<file path="src/rtl/uart_tx_flow_ctrl.sv">
// UART transmitter with RTS/CTS hardware flow control.
// A word is captured into a holding register with en, then tx_start raises RTS
// and waits (bounded by CTS_TIMEOUT) for CTS before sending
// start / DATA_W data bits LSB-first / optional parity / STOP_BITS stop bits.
// Optional feature macro: UART_TX_PARITY_EN (adds PARITY state and PARITY_ODD).
module uart_tx_flow_ctrl #(
  parameter int DATA_W       = 8,
  parameter int CLKS_PER_BIT = 868,
  parameter int STOP_BITS    = 1,
  parameter int CTS_TIMEOUT  = 1024
`ifdef UART_TX_PARITY_EN
  , parameter bit PARITY_ODD = 1'b0
`endif
) (
  input  logic              clk,
  input  logic              rst,
  input  logic              en,
  input  logic [DATA_W-1:0] data_in,
  input  logic              tx_start,
  input  logic              CTS,
  output logic              RTS,
  output logic              tx,
  output logic              busy,
  output logic              done,
  output logic              timeout,
  output logic [2:0]        state
);

  localparam int BCW = (CLKS_PER_BIT > 1) ? $clog2(CLKS_PER_BIT) : 1;
  localparam int TCW = $clog2(CTS_TIMEOUT + 1);
  localparam logic [BCW-1:0] BAUD_LAST = BCW'(CLKS_PER_BIT - 1);
  localparam logic [TCW-1:0] WAIT_LAST = TCW'(CTS_TIMEOUT - 1);
  localparam logic [3:0]     DATA_LAST = 4'(DATA_W - 1);
  localparam logic [3:0]     STOP_LAST = 4'(STOP_BITS - 1);

  typedef enum logic [2:0] {
    IDLE    = 3'd0,
    READ    = 3'd1,
    REQUEST = 3'd2,
    START   = 3'd3,
    DATA    = 3'd4,
`ifdef UART_TX_PARITY_EN
    PARITY  = 3'd5,
`endif
    STOP    = 3'd6
  } state_e;

  state_e            state_q;
  logic [BCW-1:0]    baud_q;     // cycles spent in the current bit
  logic [TCW-1:0]    wait_q;     // cycles spent waiting for CTS
  logic [3:0]        bit_q;      // data bit / stop bit index
  logic [DATA_W-1:0] hold_q;     // word captured by en
  logic [DATA_W-1:0] sh_q;       // shifter; bit 0 is on the line during DATA
  logic              timeout_q;
  logic              bit_end;

  assign bit_end = (baud_q == BAUD_LAST);

  // Frame sequencer: state, counters, holding register and timeout pulse
  always_ff @(posedge clk) begin
    if (rst) begin
      state_q   <= IDLE;
      baud_q    <= '0;
      wait_q    <= '0;
      bit_q     <= '0;
      hold_q    <= '0;
      sh_q      <= '0;
      timeout_q <= 1'b0;
    end else begin
      timeout_q <= 1'b0;
      case (state_q)
        IDLE, READ: begin
          baud_q <= '0;
          bit_q  <= '0;
          wait_q <= '0;
          // A same-cycle en+tx_start captures the word and sends it
          if (en) hold_q <= data_in;
          if (tx_start)  state_q <= REQUEST;
          else if (en)   state_q <= READ;
          else           state_q <= IDLE;
        end
        REQUEST: begin
          if (CTS) begin
            state_q <= START;
            baud_q  <= '0;
            wait_q  <= '0;
          end else if (wait_q == WAIT_LAST) begin
            state_q   <= IDLE;
            timeout_q <= 1'b1;
            wait_q    <= '0;
          end else begin
            wait_q <= wait_q + 1'b1;
          end
        end
        // From here on CTS is ignored: a started frame always completes
        START: begin
          if (bit_end) begin
            state_q <= DATA;
            baud_q  <= '0;
            bit_q   <= '0;
            sh_q    <= hold_q;
          end else begin
            baud_q <= baud_q + 1'b1;
          end
        end
        DATA: begin
          if (bit_end) begin
            baud_q <= '0;
            sh_q   <= sh_q >> 1;
            if (bit_q == DATA_LAST) begin
              bit_q <= '0;
`ifdef UART_TX_PARITY_EN
              state_q <= PARITY;
`else
              state_q <= STOP;
`endif
            end else begin
              bit_q <= bit_q + 1'b1;
            end
          end else begin
            baud_q <= baud_q + 1'b1;
          end
        end
`ifdef UART_TX_PARITY_EN
        PARITY: begin
          if (bit_end) begin
            state_q <= STOP;
            baud_q  <= '0;
            bit_q   <= '0;
          end else begin
            baud_q <= baud_q + 1'b1;
          end
        end
`endif
        STOP: begin
          if (bit_end) begin
            baud_q <= '0;
            if (bit_q == STOP_LAST) begin
              state_q <= IDLE;
              bit_q   <= '0;
            end else begin
              bit_q <= bit_q + 1'b1;
            end
          end else begin
            baud_q <= baud_q + 1'b1;
          end
        end
        default: begin
          state_q <= IDLE;
          baud_q  <= '0;
          wait_q  <= '0;
          bit_q   <= '0;
        end
      endcase
    end
  end

  // Serial line decoded purely from registered state
  always_comb begin
    tx = 1'b1;
    case (state_q)
      START:  tx = 1'b0;
      DATA:   tx = sh_q[0];
`ifdef UART_TX_PARITY_EN
      PARITY: tx = (^hold_q) ^ PARITY_ODD;
`endif
      default: tx = 1'b1;
    endcase
  end

  assign RTS     = (state_q >= REQUEST) && (state_q <= STOP);
  assign busy    = (state_q != IDLE) && (state_q != READ);
  assign done    = (state_q == STOP) && bit_end && (bit_q == STOP_LAST);
  assign timeout = timeout_q;
  assign state   = state_q;

endmodule

</file>
<file path="config.mk">
export PLATFORM = sky130hd
export DESIGN_NAME = uart_tx_flow_ctrl
export DESIGN_NICKNAME = d
export VERILOG_FILES = /design/src/rtl/uart_tx_flow_ctrl.sv
export SDC_FILE = /design/constraint.sdc
export NUM_CORES = 1
export LEC_CHECK = 0
export CAP_MARGIN = 20
export CORE_ASPECT_RATIO = 1.75
export CORE_UTILIZATION = 45
export DETAILED_ROUTE_END_ITERATION = 10
export GPL_TIMING_DRIVEN = 0
export PLACE_DENSITY = 0.65
export SLEW_MARGIN = 20
export SYNTH_ARGS = -nofsm -noshare
export SYNTH_HDL_FRONTEND = slang
export SYNTH_SLANG_ARGS = --single-unit
</file>
<file path="constraint.sdc">
create_clock -name clk -period 4.5 [get_ports clk]
set_input_delay 1.125 -clock clk [delete_from_list [all_inputs] [get_ports clk]]
set_output_delay 1.125 -clock clk [all_outputs]
set_load 0.05 [all_outputs]
</file>
Word-level counts from Yosys, hierarchy flattened. Cells that the tools add are included.

Add/subtract/negate cells: 3. Multipliers: 0. Divide/modulo/power cells: 0. Magnitude comparators: 2. Equality and inequality tests: 16. Shift-type cells: 0. Multiplexer cells: 27. Bitwise gates (word level): 1. Reduce and logical (&&, ||, !) cells: 15.

Operators with widths (number): $mux 11 (2); $pmux 11 s2 (1); $mux 3 (7); $mux 10 (2); $mux 4 (5); $pmux 10 s2 (1); $mux 8 (2); $pmux 4 s4 (1); $pmux 8 s2 (1); $pmux 3 s5 (1); $ne 2x2->1 const B (6); $add 11x1->11 const B (1); $eq 11x10->1 const B (1); $add 10x1->10 const B (1); $eq 10x10->1 const B (1); $eq 3x2->1 const B (2); $eq 3x3->1 const B (2); $reduce_and 6->1 (1); $reduce_or 3->1 (2); $add 4x1->4 const B (1); $eq 4x3->1 const B (1); $logic_and 1x1->1 (4); $logic_not 4->1 (1); $reduce_and 4->1 (1); 15 further kinds (16).

Bits in registers: 45. Latch bits: 0. Memory bits (writable): 0. ROM bits: 0. Input bits: 13. Output and inout port bits: 8. Word-level logic and storage cells: 71. Memories: 0.

Longest topological paths before layout.
Depth after elaboration: 4. Depth in mapped cells: 6. Depth with buffers taken out: 6.

Worst setup path after synthesis. OpenSTA, ideal clock, no wires.

Path type: reg-to-output. Start: register baud_q[0]. End: output port done. Data arrival time: 2.394 ns. Required time: 3.375 ns. Slack: 0.981 ns. Cell stages (with the launch flop): 6. Buffers on the path: 1. Cell sequence: dfxtp_1 -> ha_1 -> nand4b_1 -> or3_1 -> buf_2 -> nor3_1.

Word-level cells in the longest chain between the ends: 3.

Ends and longest elaborated chain: start: declaration (line 49) `logic [BCW-1:0] baud_q;`; start signal: assignment (line 103) `baud_q <= baud_q + 1'b1;`; start signal: assignment (line 121) `baud_q <= baud_q + 1'b1;`; start signal: assignment (line 145) `baud_q <= baud_q + 1'b1;`; $eq 10x10->1 (line 57) `assign bit_end = (baud_q == BAUD_LAST);`; $logic_and 1x1->1 (2 in a row) (line 173) `assign done = (state_q == STOP) && bit_end && (bit_q == STOP_LAST);`; end: declaration (line 24) `output logic done,`.

Every way passes these cells.

Worst setup path after layout. Ends and elaborated chain as after synthesis.

==> results.py <==
metrics = {
    "yosys": {
        "ys_seq_elements": 45,
        "syn-cell-area_sq_mm": 0.00224,
        "synth_sequential_area_ratio": 0.403,
        "synth_enable_flop_cells": 0,
        "syn_nets": 276,
        "synthDominantCellAreaShare": 0.403,
        "postSynth.asyncResetShare": 0,
        "post_synth.cell_area_avg_sq_um": 8.64,
        "ys_types": 50,
        "synth.area.top_cells": "sky130_fd_sc_hd__dfxtp_1 40%, sky130_fd_sc_hd__nand2_1 4.5%, sky130_fd_sc_hd__a21oi_1 4.0%, sky130_fd_sc_hd__nor2_1 3.5%, sky130_fd_sc_hd__xor2_1 3.5%",
        "netlist.top_cell.by_area": "sky130_fd_sc_hd__dfxtp_1",
        "synthCells": 259,
        "yosys_most_used_dff": "sky130_fd_sc_hd__dfxtp_1",
        "ys_warn_count": 0,
    },
    "sta": {
        "final.setup_skew_ns": 0.0122,
        "setup_repair_after_global_routing_missed_its_margin": "false",
        "report.final.setup_viol": 0,
        "min_period_over_period": 0.894,
        "holdWs_ns": 0.464,
        "fin_tns_setup_ns": 0,
        "layout_setup_ws_ns": 0.476,
        "worst_pin_slew_ns": 0.674,
        "timing.fmax_mhz": 248,
        "final_max_slew_viol_count": 0,
        "timing.slew.headroom": 0.550,
        "hold_violations": 0,
        "finalCriticalPeriod_ns": 4.02,
    },
    "floorplan": {
        "fp.dieArea_sq_mm": 0.00527,
        "io_pins": 21,
        "die-width_microns": 55.3,
        "die_h_microns": 95.3,
        "core_region_area_sq_mm": 0.00475,
        "start_util": 0.471,
        "fp-row-count": 33,
    },
    "layout": {
        "final_nets": 303,
        "fin_area_sq_mm": 0.00259,
        "fin_cells": 339,
        "layout_commonest_cell": "sky130_fd_sc_hd__dfxtp_1",
        "area_delta_synth_final_pct": 15.9,
        "layout.cells.most_common_list": "45 x sky130_fd_sc_hd__dfxtp_1, 27 x sky130_fd_sc_hd__nand2_1, 21 x sky130_fd_sc_hd__nor2_1",
        "share_of_final_layout_standard_cells_stronger_than_drive_strength_1": 0.0662,
        "antenna-diode-count": 0,
    },
    "flow_run": {
        "max_cap_violations": 0,
    },
    "place": {
        "gp_routability_congestion": 0.815,
        "portBuffers": 20,
        "dp.cells": 331,
        "place_hpwl_microns": 3730,
        "postPlaceCellArea_sq_mm": 0.00250,
        "pre_cts_slack_ns": 0.838,
    },
    "critical_path": {
        "crit-reg2reg-launch": "state[2]",
        "reg2reg_slack_ns": 2.15,
        "criticalPathCategory": "reg -> out",
        "worstPathRequired_ns": 3.38,
        "setup.worst_path.end_class": "primary output",
        "crit_path_start_kind": "flop",
        "critical_path_peak_fanout": 8,
        "rr_endpoint": "state[1]",
        "cp_data_arrival_time_ns": 2.90,
        "r2r.worst_path.cells": 6,
    },
    "detailed_routing": {
        "total_routed_wirelength_microns": 5020,
        "detail_route.iter0.violations": 52,
        "drt-pass1-iter-count": 4,
        "vias_per_cell": 5.67,
        "post_route_ant_nets": 0,
        "route.detailed.wl_per_inst_microns": 14.8,
        "detailroute.via_count": 1922,
        "remaining_drc_errors": 0,
    },
    "cts": {
        "clock_insertion_delay_worst_skew_ns": 0.31,
        "clock_tree.buffer_depth": 2,
        "clkSinkCount": 45,
        "clock_tree.htree_level_count": 2,
        "post_cts_resized": 0,
        "cts_setup_buffers": 0,
        "clockRootBuffer": "sky130_fd_sc_hd__clkbuf_8",
        "cts_hold_repair.buffers": 0,
        "numCtsBuffers": 5,
        "register_clock_pin_slew_on_the_reported_worst_setup_and_hold_paths_ns": 0.09,
        "tritoncts": "built",
    },
    "hold_path": {
        "min_delay_worst_endpoint": "hold_q[6]",
        "hp-class": "reg -> reg",
        "worst_hold_startpoint": "hold_q[6]",
        "timing.hold.worst_path_depth": 2,
    },
    "power_and_ir_drop": {
        "peak_ir_drop_on_the_vdd_network_mv": 0.284,
        "leakage_nw": 0.923,
        "power_density_mw_per_mm2": 316,
    },
    "global_route": {
        "track_usage": 0.202,
        "grt_pass1_vias": 1826,
        "largest_net_degree_at_the_start_of_global_routing": 16,
        "first_pass_grt_wire_length_microns": 8370,
        "grt_antenna_before_repair": 0,
        "grt_overflow": 0,
    },
    "status": {
        "outcome": "completed",
    },
}
-- flip-flops by register name, indices dropped and copies added (netlist names) --
register and flops:
wait_q 11, hold_q 8, state 3, baud_q 10
timeout 1, sh_q 8, bit_q 4
-- cell type report --
| cell class | count | area, sq um |
|---|---|---|
| flip-flops and latches | 45 | 901 |
| fillers | 461 | 2160 |
| inverters | 7 | 26.3 |
| clock inverters | 3 | 21.3 |
| multi-input cells | 194 | 1250 |
| well taps | 52 | 65.1 |
| clock buffers | 5 | 68.8 |
| plain buffers | 13 | 62.6 |
| repair buffers | 20 | 200 |
-- power by group --
group          switching [mW]  total (mW)  internal, mW  leakage [nW]
logic                  0.0909       0.144        0.0536         0.514
registers             0.00876       0.417         0.408         0.364
clock network           0.147       0.257         0.110        0.0445
total                   0.246       0.819         0.572         0.923
-- cell usage after synthesis (6+ instances only) --
cell / instances
sky130_fd_sc_hd__nor2_1: 21
sky130_fd_sc_hd__nand3_1: 9
sky130_fd_sc_hd__nand4_1: 8
sky130_fd_sc_hd__nand2b_1: 6
sky130_fd_sc_hd__mux2i_1: 7
sky130_fd_sc_hd__o21ai_0: 6
sky130_fd_sc_hd__inv_1: 7
sky130_fd_sc_hd__xor2_1: 9
sky130_fd_sc_hd__clkbuf_1: 9
sky130_fd_sc_hd__nor3_1: 10
sky130_fd_sc_hd__nand2_1: 27
sky130_fd_sc_hd__dfxtp_1: 45
sky130_fd_sc_hd__a21oi_1: 18
sky130_fd_sc_hd__a211oi_1: 8
-- worst max path at each step --
stage | startpoint | endpoint | slack [ns] | depth (start not counted)
floorplan | baud_q[0] | done | 0.98 | 5
global placement | baud_q[0] | done | 0.85 | 6
detailed placement | baud_q[0] | done | 0.84 | 6
CTS | baud_q[0] | done | 0.49 | 6
global route | baud_q[0] | done | 0.36 | 6
finish | baud_q[0] | done | 0.48 | 6
-- per-stage QoR --
step / total power, mW / utilization
floorplan: 0.523 / -
global placement: 0.570 / 0.527
detailed placement: 0.571 / 0.527
CTS: 0.827 / 0.546
global route: 0.858 / 0.546
finish: 0.819 / 0.546
-- critical path: stages, from the launching register on --
cell                              delay [ns]
sky130_fd_sc_hd__dfxtp_1                0.38
sky130_fd_sc_hd__ha_1                   0.27
sky130_fd_sc_hd__nand4b_1               0.26
sky130_fd_sc_hd__or3_1                  0.41
sky130_fd_sc_hd__buf_2                  0.18
sky130_fd_sc_hd__nor3_1                 0.25
sky130_fd_sc_hd__clkdlybuf4s50_1        0.85
-- metal layers --
layer / wire [microns] / part of all wire / up-vias / global-route usage
met1: 2100 / 0.42 / 902 / 0.213
met2: 2710 / 0.54 / 26 / 0.397
met5: 0 / 0 / - / 0
li1: - / - / 987 / -
met3: 108 / 0.022 / 7 / 0.0285
met4: 98 / 0.020 / 0 / 0.0792
-- cell families after synthesis --
group                      count (synthesis)  share of synthesized area
DFF                                       45                      0.403
xor gates and xnor gates                  13                     0.0509
muxes                                      8                     0.0364
AOI/OAI and AO/OA                         51                      0.163
adders and majority gates                  4                     0.0224
buffers and inverters                     20                     0.0397
and+or+nand+nor                          118                      0.285
Note: power is estimated with default switching activity, not from simulation.
